**config.mk**
```make
export PLATFORM = sky130hd
export DESIGN_NAME = reg_file_2r1w
export DESIGN_NICKNAME = d
export VERILOG_FILES = /design/src/rtl/reg_file_2r1w.sv
export SDC_FILE = /design/constraint.sdc
export NUM_CORES = 1
export LEC_CHECK = 0
export ABC_AREA = 1
export CAP_MARGIN = 10
export CORE_ASPECT_RATIO = 1.75
export CORE_MARGIN = 3
export CORE_UTILIZATION = 48
export DETAILED_ROUTE_END_ITERATION = 6
export DONT_BUFFER_PORTS = 1
export PLACE_DENSITY = 0.65
export SLEW_MARGIN = 20
export SYNTH_ARGS = -nofsm -noshare
export SYNTH_HDL_FRONTEND = slang
export SYNTH_SLANG_ARGS = --single-unit
```
**constraint.sdc**
```tcl
create_clock -name clk -period 1.9 [get_ports clk]
set_clock_uncertainty 0.15 [all_clocks]
set_input_delay 0 -clock clk [delete_from_list [all_inputs] [get_ports clk]]
set_output_delay 0 -clock clk [all_outputs]
set_load 0.02 [all_outputs]
```
**src/rtl/reg_file_2r1w.sv**
```systemverilog
// Two-read, one-write synchronous register file with registered read ports,
// optional read-during-write bypass and a hardware clear sequencer.
module reg_file_2r1w #(
    parameter int B      = 8,
    parameter int Add    = 4,
    parameter bit BYPASS = 1'b1
) (
    input  logic           clk,
    input  logic           reset,
    input  logic           clr,
    input  logic           wr_en,
    input  logic [Add-1:0] w_addr,
    input  logic [B-1:0]   w_data,
    input  logic           rd_en_a,
    input  logic [Add-1:0] r_addr_a,
    output logic [B-1:0]   r_data_a,
    output logic           r_valid_a,
    input  logic           rd_en_b,
    input  logic [Add-1:0] r_addr_b,
    output logic [B-1:0]   r_data_b,
    output logic           r_valid_b,
    output logic           busy
);

    localparam int             DEPTH = 2 ** Add;
    localparam logic [Add-1:0] LAST  = {Add{1'b1}};

    typedef enum logic {
        CLEAR = 1'b0,
        RUN   = 1'b1
    } state_t;

    state_t         state_r, state_s;
    logic [Add-1:0] cnt_r, cnt_s;
    logic           busy_r, busy_s;

    logic           mem_we_s;
    logic           user_wr_s;
    logic [Add-1:0] mem_addr_s;
    logic [B-1:0]   mem_data_s;
    logic [B-1:0]   mem_r [DEPTH];

    logic           upd_a_s, upd_b_s;
    logic [B-1:0]   rd_a_s, rd_b_s;
    logic [B-1:0]   r_data_a_r, r_data_b_r;
    logic           r_valid_a_r, r_valid_b_r;

    // Clear sequencer next state and the single array write port selection.
    always_comb begin
        state_s    = state_r;
        cnt_s      = cnt_r;
        busy_s     = busy_r;
        mem_we_s   = 1'b0;
        user_wr_s  = 1'b0;
        mem_addr_s = cnt_r;
        mem_data_s = {B{1'b0}};
        case (state_r)
            CLEAR: begin
                mem_we_s   = 1'b1;
                mem_addr_s = cnt_r;
                mem_data_s = {B{1'b0}};
                // Terminal detect on all-ones so the counter never starts a second pass.
                if (cnt_r == LAST) begin
                    state_s = RUN;
                    cnt_s   = {Add{1'b0}};
                    busy_s  = 1'b0;
                end else begin
                    cnt_s  = cnt_r + Add'(1);
                    busy_s = 1'b1;
                end
            end
            RUN: begin
                if (clr) begin
                    state_s = CLEAR;
                    cnt_s   = {Add{1'b0}};
                    busy_s  = 1'b1;
                end else if (wr_en) begin
                    busy_s     = 1'b0;
                    mem_we_s   = 1'b1;
                    user_wr_s  = 1'b1;
                    mem_addr_s = w_addr;
                    mem_data_s = w_data;
                end else begin
                    busy_s = 1'b0;
                end
            end
            default: begin
                state_s = CLEAR;
                cnt_s   = {Add{1'b0}};
                busy_s  = 1'b1;
            end
        endcase
    end

    // Sequencer state, clear counter and busy flag.
    always_ff @(posedge clk) begin
        if (reset) begin
            state_r <= CLEAR;
            cnt_r   <= {Add{1'b0}};
            busy_r  <= 1'b1;
        end else begin
            state_r <= state_s;
            cnt_r   <= cnt_s;
            busy_r  <= busy_s;
        end
    end

    // Storage array; nothing is written while reset is held.
    always_ff @(posedge clk) begin
        if (!reset && mem_we_s) begin
            mem_r[mem_addr_s] <= mem_data_s;
        end
    end

    // Per-port read data selection, including same-address write forwarding.
    always_comb begin
        upd_a_s = (state_r == RUN) && rd_en_a;
        upd_b_s = (state_r == RUN) && rd_en_b;
        if ((BYPASS == 1'b1) && user_wr_s && (w_addr == r_addr_a)) begin
            rd_a_s = w_data;
        end else begin
            rd_a_s = mem_r[r_addr_a];
        end
        if ((BYPASS == 1'b1) && user_wr_s && (w_addr == r_addr_b)) begin
            rd_b_s = w_data;
        end else begin
            rd_b_s = mem_r[r_addr_b];
        end
    end

    // Registered read ports; data holds whenever no read is accepted.
    always_ff @(posedge clk) begin
        if (reset) begin
            r_data_a_r  <= {B{1'b0}};
            r_data_b_r  <= {B{1'b0}};
            r_valid_a_r <= 1'b0;
            r_valid_b_r <= 1'b0;
        end else begin
            r_valid_a_r <= upd_a_s;
            r_valid_b_r <= upd_b_s;
            if (upd_a_s) begin
                r_data_a_r <= rd_a_s;
            end
            if (upd_b_s) begin
                r_data_b_r <= rd_b_s;
            end
        end
    end

    assign r_data_a  = r_data_a_r;
    assign r_data_b  = r_data_b_r;
    assign r_valid_a = r_valid_a_r;
    assign r_valid_b = r_valid_b_r;
    assign busy      = busy_r;

endmodule

```
==> run summary, run 1 <==
status - finished, violations left
failing checks - negative hold slack
Synth Instances - 976
Initial Utilization - 49.54%
Ant. Diodes - 0
DRC - 0
Tightest Pin Transition - 0.6997 ns
critical path data arrival time - 1.88 ns
first-pass GRT wire length - 38310 microns
crit-path max FO - 8
Critical Path RT - 1.89 ns
Mapped Area - 0.007940 sq mm
Netlist cell types - 26
routed vias/inst - 5.777
Synth Area per Inst - 8.135 sq um
slowest stage delay, CP - 0.37 ns
final antenna-violating net count - 0
Clk Latency, worst-skew pair - 0.43 ns
worst-path cell chain - nand3_4 -> nand2_1 -> nand2_1 -> inv_1 -> nand3_2 -> nor2_1 -> buf_4
initial DRC count - 835
CP Launch Point - state_r
Synth warnings - 0
most used cell, CP - nand2_1
initial antenna violation count - 0
Buffers on Ports - 0
I/O pin cnt - 45
sequential share of the synthesized area - 54.46%
fin nets - 1054
GRT Residual Overflow - 0
Tcrit/Tclk final - 99.46%
Slew Limit Headroom - 53.30%
clock transition at the registers of the reported paths - 0.07 ns
GP Congestion - 0.9900
most common cell after layout, fill and taps aside - nand2_1
Cell Pwr Density - 846.0 mW/mm^2
Hold/Removal Path Class - input pin to register
Critical Path End Type - register
clock root cell - clkbuf_16
CTS tree - yes
clk sink count - 152
r2r startpoint - state_r
LEAKAGE - 4.055 nW
worst hold slack - -0.01657 ns
Final Critical Period - 1.890 ns
Mapped Nets - 1003
largest net degree at the start of global routing - 67
max_cap viols - 0
share of layout cells above drive strength 1 - 12.31%
P&R area growth vs syn - 18.72%
Hold Crit Start - r_addr_a[1]
via count - 7100
f_max - 529.2 MHz
worst vdd ir - 0.0005080 V
H-Tree Depth - 4
Cells after DPL - 1162
TritonCTS buffer count - 17
#FFs+latches synth - 152
First-pass DRT Iterations - 6
die width - 103.2 microns
cells on worst reg2reg path - 7
Fin. Hold Viols - 5
Detail Placement HPWL - 17090 microns
routed wire length - 25590 microns
GRT Total Usage - 28.47%
final setup margin - 0.01018 ns
pre-CTS setup slack - -0.03287 ns
Hold Crit Depth - 7
total core area - 0.01603 sq mm
critical path's slowest cell - dfxtp_4
post-route non-filler standard cell count - 1229
fin. max-slew vios - 0
full die area - 0.01818 sq mm
critical path type - register to register
Max Root-Sink Buffers - 2
CP startpoint kind - register
routed len/inst - 20.82 microns
most frequent cells in the layout - nand2_1, nand3_1, edfxtp_1, buf_4, inv_1
RSZ-0062 raised after global routing - true
vias in the first global route - 6796
die height - 176.1 microns
# setup viols final - 0
Placement Rows - 61
worst paths after layout:
check	endpoint	slack [ns]
setup / recovery	mem_r[4][0]	0.01
hold / removal	r_data_a[3]	-0.02
setup reg to reg	mem_r[4][0]	0.01
hold reg to reg	cnt_r[0]	0.41
where the power goes:
group          leakage, nW  internal [mW]  switching [mW]  total [mW]
combinational         2.54          0.305           0.543       0.848
clock                0.300           2.00            1.50        3.49
sequential            1.22           3.61          0.0241        3.64
total                 4.06           5.91            2.06        7.97
cells in the mapped netlist:
| cell | instances | area, sq um |
|---|---|---|
| a21oi_1 | 20 | 100.1 |
| a21oi_2 | 1 | 8.760 |
| buf_1 | 4 | 15.01 |
| buf_2 | 34 | 170.2 |
| buf_4 | 1 | 7.510 |
| buf_6 | 2 | 22.52 |
| clkbuf_1 | 14 | 52.55 |
| clkinv_1 | 4 | 15.01 |
| dfxtp_1 | 24 | 480.5 |
| edfxtp_1 | 128 | 3844 |
| ha_1 | 1 | 12.51 |
| inv_1 | 45 | 168.9 |
| inv_2 | 3 | 11.26 |
| nand2_1 | 409 | 1535 |
| nand2_2 | 3 | 18.77 |
| nand2_4 | 2 | 22.52 |
| nand3_1 | 247 | 1236 |
| nand3_4 | 1 | 17.52 |
| nand3b_1 | 1 | 7.510 |
| nand4_1 | 4 | 25.02 |
| nor2_1 | 20 | 75.07 |
| nor2_4 | 3 | 33.78 |
| nor2_8 | 2 | 40.04 |
| o21ai_0 | 1 | 5.000 |
| o21bai_1 | 1 | 7.510 |
| o31ai_1 | 1 | 7.510 |
cell type report:
class	instances	area (sq um)
Inverter	52	201.4
Fill cell	1408	6601
Clock inverter	15	180.2
Multi-Input combinational cell	720	3251
Clock buffer	17	425.4
Tap cell	189	236.5
Timing Repair Buffer	84	804.5
Sequential cell	152	4328
layer usage:
metal | GRT usage (%) | share of wire [%] | up-vias
li1 | - | - | 3375
met1 | 32.45 | 36 | 3303
met2 | 49.62 | 52 | 330
met3 | 4.112 | 5.9 | 92
met4 | 15.99 | 6.3 | 0
met5 | 0 | 0 | -
worst max-delay path: cells and delay by family, from the launching register on:
family / cells / cell delay [ns]
and+or+nand+nor: 5 / 0.75
buffers and inverters: 2 / 0.33
DFF: 1 / 0.37
logic make-up (layout without fill, tap and decap cells):
family / after synthesis / after routing / synth area share (%)
adders and majority gates: 1 / 1 / 0.1576
AOI/OAI and AO/OA: 24 / 24 / 1.623
buffers and inverters: 107 / 168 / 5.830
and+or+nand+nor: 692 / 695 / 37.93
DFF: 152 / 152 / 54.46
metrics by stage:
| stage | hold slack (ns) | power [mW] | setup TNS (ns) | area [sq um] | util, % |
|---|---|---|---|---|---|
| 2_1_floorplan | 0.01921 | 4.270 | 0 | 7940 | - |
| 3_5_place_dp | -0.07700 | 4.434 | -0.4183 | 8399 | 52.40 |
| 5_1_grt | 0.04009 | 8.231 | -2.111 | 9427 | 58.81 |
| 4_1_cts | 0.001167 | 7.953 | 0 | 9270 | 57.84 |
| 3_3_place_gp | -0.07877 | 4.428 | -0.2106 | 8399 | 52.40 |
| 6_report | -0.01657 | 7.975 | 0 | 9427 | 58.81 |
state kept, by name, summed over array words and instances, names as in the netlist:
register / flops
r_data_a: 8
state_r: 1
r_valid_b: 1
r_valid_a: 1
r_data_b: 8
cnt_r: 4
busy: 1
mem_r: 128
repair_timing:
item / CTS / global route
hold buffers: 26 / 2
endpoints found under the hold margin: 103 / 1
gates cloned: 0 / 3
pin swaps: 0 / 8
resized for setup: 1 / 25
endpoints found under the setup margin: 24 / 161
setup buffers: 0 / 5
Power figures use the tool's default switching activity.
==> inputs of run 2 (changes only) <==
CAP_MARGIN = unset   (was 10)
CORE_MARGIN = unset   (was 3)
REMOVE_ABC_BUFFERS = 1   (was unset)
==> run 2 against run 1 <==
Compared with the run above: the flow now finishes without violations; worst hold slack better by 0.017 ns; cell count is 0.24% lower; critical path depth is 2 higher; combinational power is 2% lower; sequential power hardly changed; register-to-register slack hardly changed; count of clock-buffer cells in the layout is 1 higher; power is 2.5% lower; first-iteration DRC count is 31% lower.
==> run summary, run 2 (same netlist as run 1, synthesis figures left out) <==
clock root cell - clkbuf_16 (unchanged)
TritonCTS buffer count - 17 (unchanged)
critical path type - register to register (unchanged)
most common cell after layout, fill and taps aside - nand2_1 (unchanged)
First-pass DRT Iterations - 6 (unchanged)
Cell Pwr Density - 835.5 mW/mm^2 (was 846.0 mW/mm^2)
Multi-input gate area - 0.003209 sq mm (was 0.003251 sq mm)
flop2flop setup slack - 0.02 ns (was 0.01 ns)
H-Tree Depth - 4 (unchanged)
DRC - 0 (unchanged)
Power, Total - 7.778 mW (was 7.975 mW)
Filler Cells Inserted - 1421 (was 1408)
post-route non-filler standard cell count - 1226 (was 1229)
Final Critical Period - 1.879 ns (was 1.890 ns)
Hold/Removal Path Class - input pin to register (unchanged)
status - completed (was finished, violations left)
Buffers on Ports - 0 (unchanged)
total core area - 0.01603 sq mm (unchanged)
Top reg by flops - mem_r (unchanged)
Fin. Hold Viols - 0 (was 5)
clk sink count - 152 (unchanged)
via count - 7131 (was 7100)
Detail Placement HPWL - 16660 microns (was 17090 microns)
routed len/inst - 21.08 microns (was 20.82 microns)
I/O pin cnt - 45 (unchanged)
max_cap viols - 0 (unchanged)
clock transition at the registers of the reported paths - 0.06 ns (was 0.07 ns)
Largest register FFs - 128 (unchanged)
Clk Latency, worst-skew pair - 0.43 ns (about the same)
Critical Path RT - 2.11 ns (was 1.89 ns)
CP Launch Point - state_r (unchanged)
Ant. Diodes - 0 (unchanged)
most frequent cells in the layout - nand2_1, nand3_1, edfxtp_1, buf_4, inv_1 (unchanged)
die height - 172.1 microns (was 176.1 microns)
critical path data arrival time - 2.08 ns (was 1.88 ns)
f_max - 532.3 MHz (was 529.2 MHz)
TNS Setup - 0 ns (unchanged)
Cells after DPL - 1164 (was 1162)
RSZ-0062 raised after global routing - true (unchanged)
Tightest Pin Transition - 0.7018 ns (was 0.6997 ns)
GP Congestion - 0.9635 (was 0.9900)
P&R area growth vs syn - 17.24% (was 18.72%)
Initial Utilization - 49.54% (unchanged)
crit-path max FO - 8 (unchanged)
CTS tree - yes (unchanged)
vias in the first global route - 6987 (was 6796)
fin nets - 1051 (was 1054)
r2r startpoint - state_r (unchanged)
Placement Rows - 61 (unchanged)
largest net degree at the start of global routing - 67 (unchanged)
routed vias/inst - 5.816 (was 5.777)
GRT Residual Overflow - 0 (unchanged)
Register Area - 0.004325 sq mm (was 0.004328 sq mm)
initial DRC count - 574 (was 835)
reg2reg end - r_data_a[6] (was mem_r[4][0])
Tcrit/Tclk final - 98.87% (was 99.46%)
Slew Limit Headroom - 53.06% (was 53.30%)
# setup viols final - 0 (unchanged)
final antenna-violating net count - 0 (unchanged)
cells on worst reg2reg path - 9 (was 7)
worst vdd ir - 0.0007072 V (was 0.0005080 V)
share of layout cells above drive strength 1 - 10.90% (was 12.31%)
fin. max-slew vios - 0 (unchanged)
Max Root-Sink Buffers - 2 (unchanged)
full die area - 0.01708 sq mm (was 0.01818 sq mm)
first-pass GRT wire length - 39030 microns (was 38310 microns)
hold endpoint - r_data_a[4] (was r_data_a[3])
Hold Crit Depth - 9 (was 7)
GRT Total Usage - 31.42% (was 28.47%)
Hold Crit Start - r_addr_a[1] (unchanged)
final core utilization - 58.08% (was 58.81%)
CP startpoint kind - register (unchanged)
LEAKAGE - 3.985 nW (was 4.055 nW)
initial antenna violation count - 0 (unchanged)
routed wire length - 25850 microns (was 25590 microns)
Critical Path End Type - register (unchanged)
die width - 99.23 microns (was 103.2 microns)
## run 2: cell types whose count changed in the layout (fill, tap and decap cells not counted), moves of 2 or more
| cell | before | now |
|---|---|---|
| clkinv_4 | 0 | 2 |
| clkinvlp_4 | 1 | 6 |
| inv_6 | 7 | 2 |
| inv_8 | 3 | 0 |
| nand2_1 | 402 | 409 |
| nand2_2 | 8 | 2 |
| nand3_1 | 241 | 245 |
| nand3_2 | 6 | 2 |
## run 2: how the worst max path moves through the flow
stage              endpoint  cells after the start
2_1_floorplan   mem_r[7][0]                      6
4_1_cts         r_data_a[4]                      9
3_5_place_dp    r_data_a[4]                      9
5_1_grt         mem_r[9][5]                      8
3_3_place_gp   mem_r[10][6]                      7
6_report        r_data_a[6]                      9
## run 2: routing by layer
layer	share of wire (%)	vias up	track usage (%)
li1	-	3359	-
met1	35	3343	32.59
met2	51	335	55.62
met3	6.3	94	5.901
met4	8.1	0	24.30
met5	0	-	0
## run 2: cell type report
| cell class | count | share of cell area, % |
|---|---|---|
| clock inverter | 14 | 1.613 |
| multi-input combinational | 721 | 34.48 |
| clock buffer | 18 | 4.610 |
| sequential | 152 | 46.47 |
| tap | 189 | 2.540 |
| inverter | 52 | 2.097 |
| timing repair buffer | 80 | 8.199 |
## run 2: what timing repair did
item                                   4_1_cts  5_1_grt
hold buffers                                24        2
gates cloned                                 1        3
setup endpoints to repair                    2       75
resized for setup                            2        5
pin swaps                                    1        2
setup buffers                                0        1
endpoints found under the hold margin      152        1
## run 2: per-stage QoR
step	hold slack (ns)	setup WS [ns]	cell area, sq um
finish	0.0007359	0.02149	9309
detailed placement	-0.07645	0.02701	8414
global route	0.03345	-0.05282	9309
floorplan	-0.08093	-0.1154	7672
CTS	0.0004229	0.01782	9246
global placement	-0.07942	0.05115	8414
## run 2: critical path, stage by stage, from the launching register on
cell and delay (ns):
dfxtp_2 0.38, buf_4 0.16, nand4_1 0.15, nand3_1 0.15
nand3_2 0.17, nor2_4 0.24, nand2_4 0.11, nand2_1 0.07
nand3_1 0.08, a21oi_1 0.14
## run 2: power breakdown
part | total, mW | switching (mW) | leakage (nW) | internal, mW
clock network | 3.31 | 1.37 | 0.265 | 1.94
logic | 0.833 | 0.545 | 2.50 | 0.288
registers | 3.63 | 0.0195 | 1.22 | 3.62
total | 7.78 | 1.94 | 3.99 | 5.84
==> inputs of run 3 (changes only) <==
CORE_MARGIN = 10   (was unset)
==> run 3 against run 2 <==
Compared with the run above: the flow now finishes with violations (negative hold slack); sequential share of layout area is 0.83 points higher; register-to-register slack gained 0.05 ns; design area down 1.7%; critical path depth decreased by 2; worst setup slack improved by 0.048 ns; combinational power fell by 7.8%; cell count grew 1.3%; worst hold slack got worse by 0.52 ns; first-iteration DRC count is 4.2% higher; flip-flop and latch count did not move; non-clock buffer count decreased by 15; clock power is 2% higher.
==> run summary, run 3 (same netlist as run 1, synthesis figures left out) <==
status - finished, violations left (was completed)
failing checks - negative hold slack
vias in the first global route - 6866 (was 6987)
hold-fix buffers at CTS - 10 (was 24)
Final Critical Period - 1.830 ns (was 1.879 ns)
via count - 7031 (was 7131)
# setup viols final - 0 (unchanged)
area post-placement - 0.008358 sq mm (was 0.008414 sq mm)
Detail Placement HPWL - 16930 microns (was 16660 microns)
clk sink count - 152 (unchanged)
first-pass GRT wire length - 38530 microns (was 39030 microns)
Clk Latency, worst-skew pair - 0.42 ns (was 0.43 ns)
Post-Layout Inst Area - 0.009150 sq mm (was 0.009309 sq mm)
initial DRC count - 598 (was 574)
CP startpoint kind - register (unchanged)
f_max - 546.3 MHz (was 532.3 MHz)
critical path data arrival time - 1.81 ns (was 2.08 ns)
TritonCTS buffer count - 17 (unchanged)
GRT Total Usage - 23.51% (was 31.42%)
critical path type - register to register (unchanged)
final antenna-violating net count - 0 (unchanged)
First-pass DRT Iterations - 5 (was 6)
worst vdd ir - 0.0006769 V (was 0.0007072 V)
RSZ-0062 raised after global routing - true (unchanged)
fin. max-slew vios - 0 (unchanged)
final core utilization - 55.90% (was 58.08%)
GRT Residual Overflow - 0 (unchanged)
CTS tree - yes (unchanged)
GP Congestion - 0.9431 (was 0.9635)
pre-CTS setup slack - 0.01749 ns (was 0.02701 ns)
Placement Rows - 62 (was 61)
die width - 117.2 microns (was 99.23 microns)
clock transition at the registers of the reported paths - 0.06 ns (about the same)
clock root cell - clkbuf_16 (unchanged)
Largest register FFs - 128 (unchanged)
most frequent cells in the layout - nand2_1, nand3_1, edfxtp_1, buf_4, inv_1 (unchanged)
worst-path cell chain - buf_4 -> a21oi_2 -> inv_1 -> nor2_1 -> nand2_1 -> nor2_1 -> buf_4 (was buf_4 -> nand4_1 -> nand3_1 -> nand3_2 -> nor2_4 -> nand2_4 -> nand2_1 -> nand3_1 -> a21oi_1)
total core area - 0.01637 sq mm (was 0.01603 sq mm)
H-Tree Depth - 4 (unchanged)
max_cap viols - 0 (unchanged)
most common cell after layout, fill and taps aside - nand2_1 (unchanged)
LEAKAGE - 3.933 nW (was 3.985 nW)
Max Root-Sink Buffers - 2 (unchanged)
Tightest Pin Transition - 0.8072 ns (was 0.7018 ns)
Critical Path RT - 1.88 ns (was 2.11 ns)
share of layout cells above drive strength 1 - 11.39% (was 10.90%)
I/O pin cnt - 45 (unchanged)
full die area - 0.02229 sq mm (was 0.01708 sq mm)
Hold Crit Start - reset (was r_addr_a[1])
Cell Pwr Density - 850.9 mW/mm^2 (was 835.5 mW/mm^2)
Hold Crit Depth - 1 (was 9)
Hold/Removal Path Class - input pin to register (unchanged)
critical path's slowest cell - dfxtp_4 (was dfxtp_2)
routed wire length - 25670 microns (was 25850 microns)
fin nets - 1032 (was 1051)
Worst Path Buf+Inv - 3 (was 1)
P&R area growth vs syn - 15.24% (was 17.24%)
Slew Limit Headroom - 46.13% (was 53.06%)
reg2reg end - mem_r[8][5] (was r_data_a[6])
slowest stage delay, CP - 0.36 ns (was 0.38 ns)
Tcrit/Tclk final - 96.33% (was 98.87%)
Critical Path End Type - register (unchanged)
DRC - 0 (unchanged)
cells on worst reg2reg path - 7 (was 9)
initial antenna violation count - 0 (unchanged)
r2r startpoint - state_r (unchanged)
Ant. Diodes - 0 (unchanged)
Initial Utilization - 48.51% (was 49.54%)
Top reg by flops - mem_r (unchanged)
die height - 190.1 microns (was 172.1 microns)
crit-path max FO - 6 (was 8)
Buffers on Ports - 0 (unchanged)
worst hold slack - -0.5201 ns (was 0.0007359 ns)
final setup margin - 0.06965 ns (was 0.02149 ns)
hold endpoint - r_data_a[1] (was r_data_a[4])
largest net degree at the start of global routing - 67 (unchanged)
crit-path leading delay family - simple AND/OR/NAND/NOR gates (unchanged)
routed len/inst - 20.67 microns (was 21.08 microns)
routed vias/inst - 5.661 (was 5.816)
Fin. Hold Viols - 17 (was 0)
flop2flop setup slack - 0.07 ns (was 0.02 ns)
Filler Cells Inserted - 1472 (was 1421)
run 3: cell types whose count changed in the layout (fill, tap and decap cells not counted), sizes merged:
| cell | change |
|---|---|
| inv | +2 |
| buf | +1 |
| clkbuf | +5 |
| clkinvlp | -5 |
| nor2 | -4 |
| dlygate4sd3 | -16 |
| bufinv | -2 |
run 3: metrics by stage:
stage	total power [mW]	std cells	hold WS (ns)	TNS, ns
detailed placement	4.428	1194	-0.07609	0
floorplan	4.184	921	-0.08093	-10.35
global placement	4.420	1194	-0.07792	0
CTS	7.778	1236	-0.5204	0
finish	7.786	1242	-0.5201	0
global route	8.005	1242	-0.5226	-0.2233
run 3: worst max-delay path by stage:
| stage | depth (start not counted) | end | from | slack [ns] |
|---|---|---|---|---|
| final | 7 | mem_r[8][5] | state_r | 0.07 |
| after global routing | 7 | mem_r[8][3] | state_r | -0.02 |
| after CTS | 9 | r_data_a[1] | state_r | 0.005 |
| after detailed placement | 9 | r_data_a[1] | state_r | 0.02 |
| after global placement | 7 | mem_r[10][4] | state_r | 0.04 |
| after floorplan | 6 | mem_r[7][0] | state_r | -0.12 |
run 3: area by class of cell:
class	count	area, sq um	share of cell area (%)
Timing Repair Buffer	65	548.0	5.989
Sequential cell	152	4328	47.30
Multi-Input combinational cell	717	3184	34.80
Inverter	52	195.2	2.133
Tap cell	224	280.3	3.063
Clock buffer	23	541.8	5.921
Clock inverter	9	72.57	0.7931
run 3: timing repair:
item / CTS / global route
gates resized for setup: 0 / 12
setup endpoints to repair: 0 / 175
buffers inserted: 0 / 7
endpoints found under the hold margin: 72 / 17
run 3: power by group:
part | total [mW] | switching (mW) | internal, mW
Sequential | 3.63 | 0.0204 | 3.61
Combinational | 0.768 | 0.500 | 0.269
Clock | 3.38 | 1.35 | 2.03
Total | 7.79 | 1.87 | 5.91
run 3: worst register-to-register path: cells and delay by family, from the launching register on:
family,cells,cell delay [ns]
compound gates,1,0.18
buf+inv,3,0.40
simple gates,3,0.44
flops,1,0.36
run 3: routing by layer:
layer  up-vias  track usage (%)  wire length, microns
li1       3316                -                     -
met1      3267            24.09                  8693
met2       368            40.64                 13280
met3        80            4.636                  1795
met4         0            17.77                  1904
met5         -                0                     0
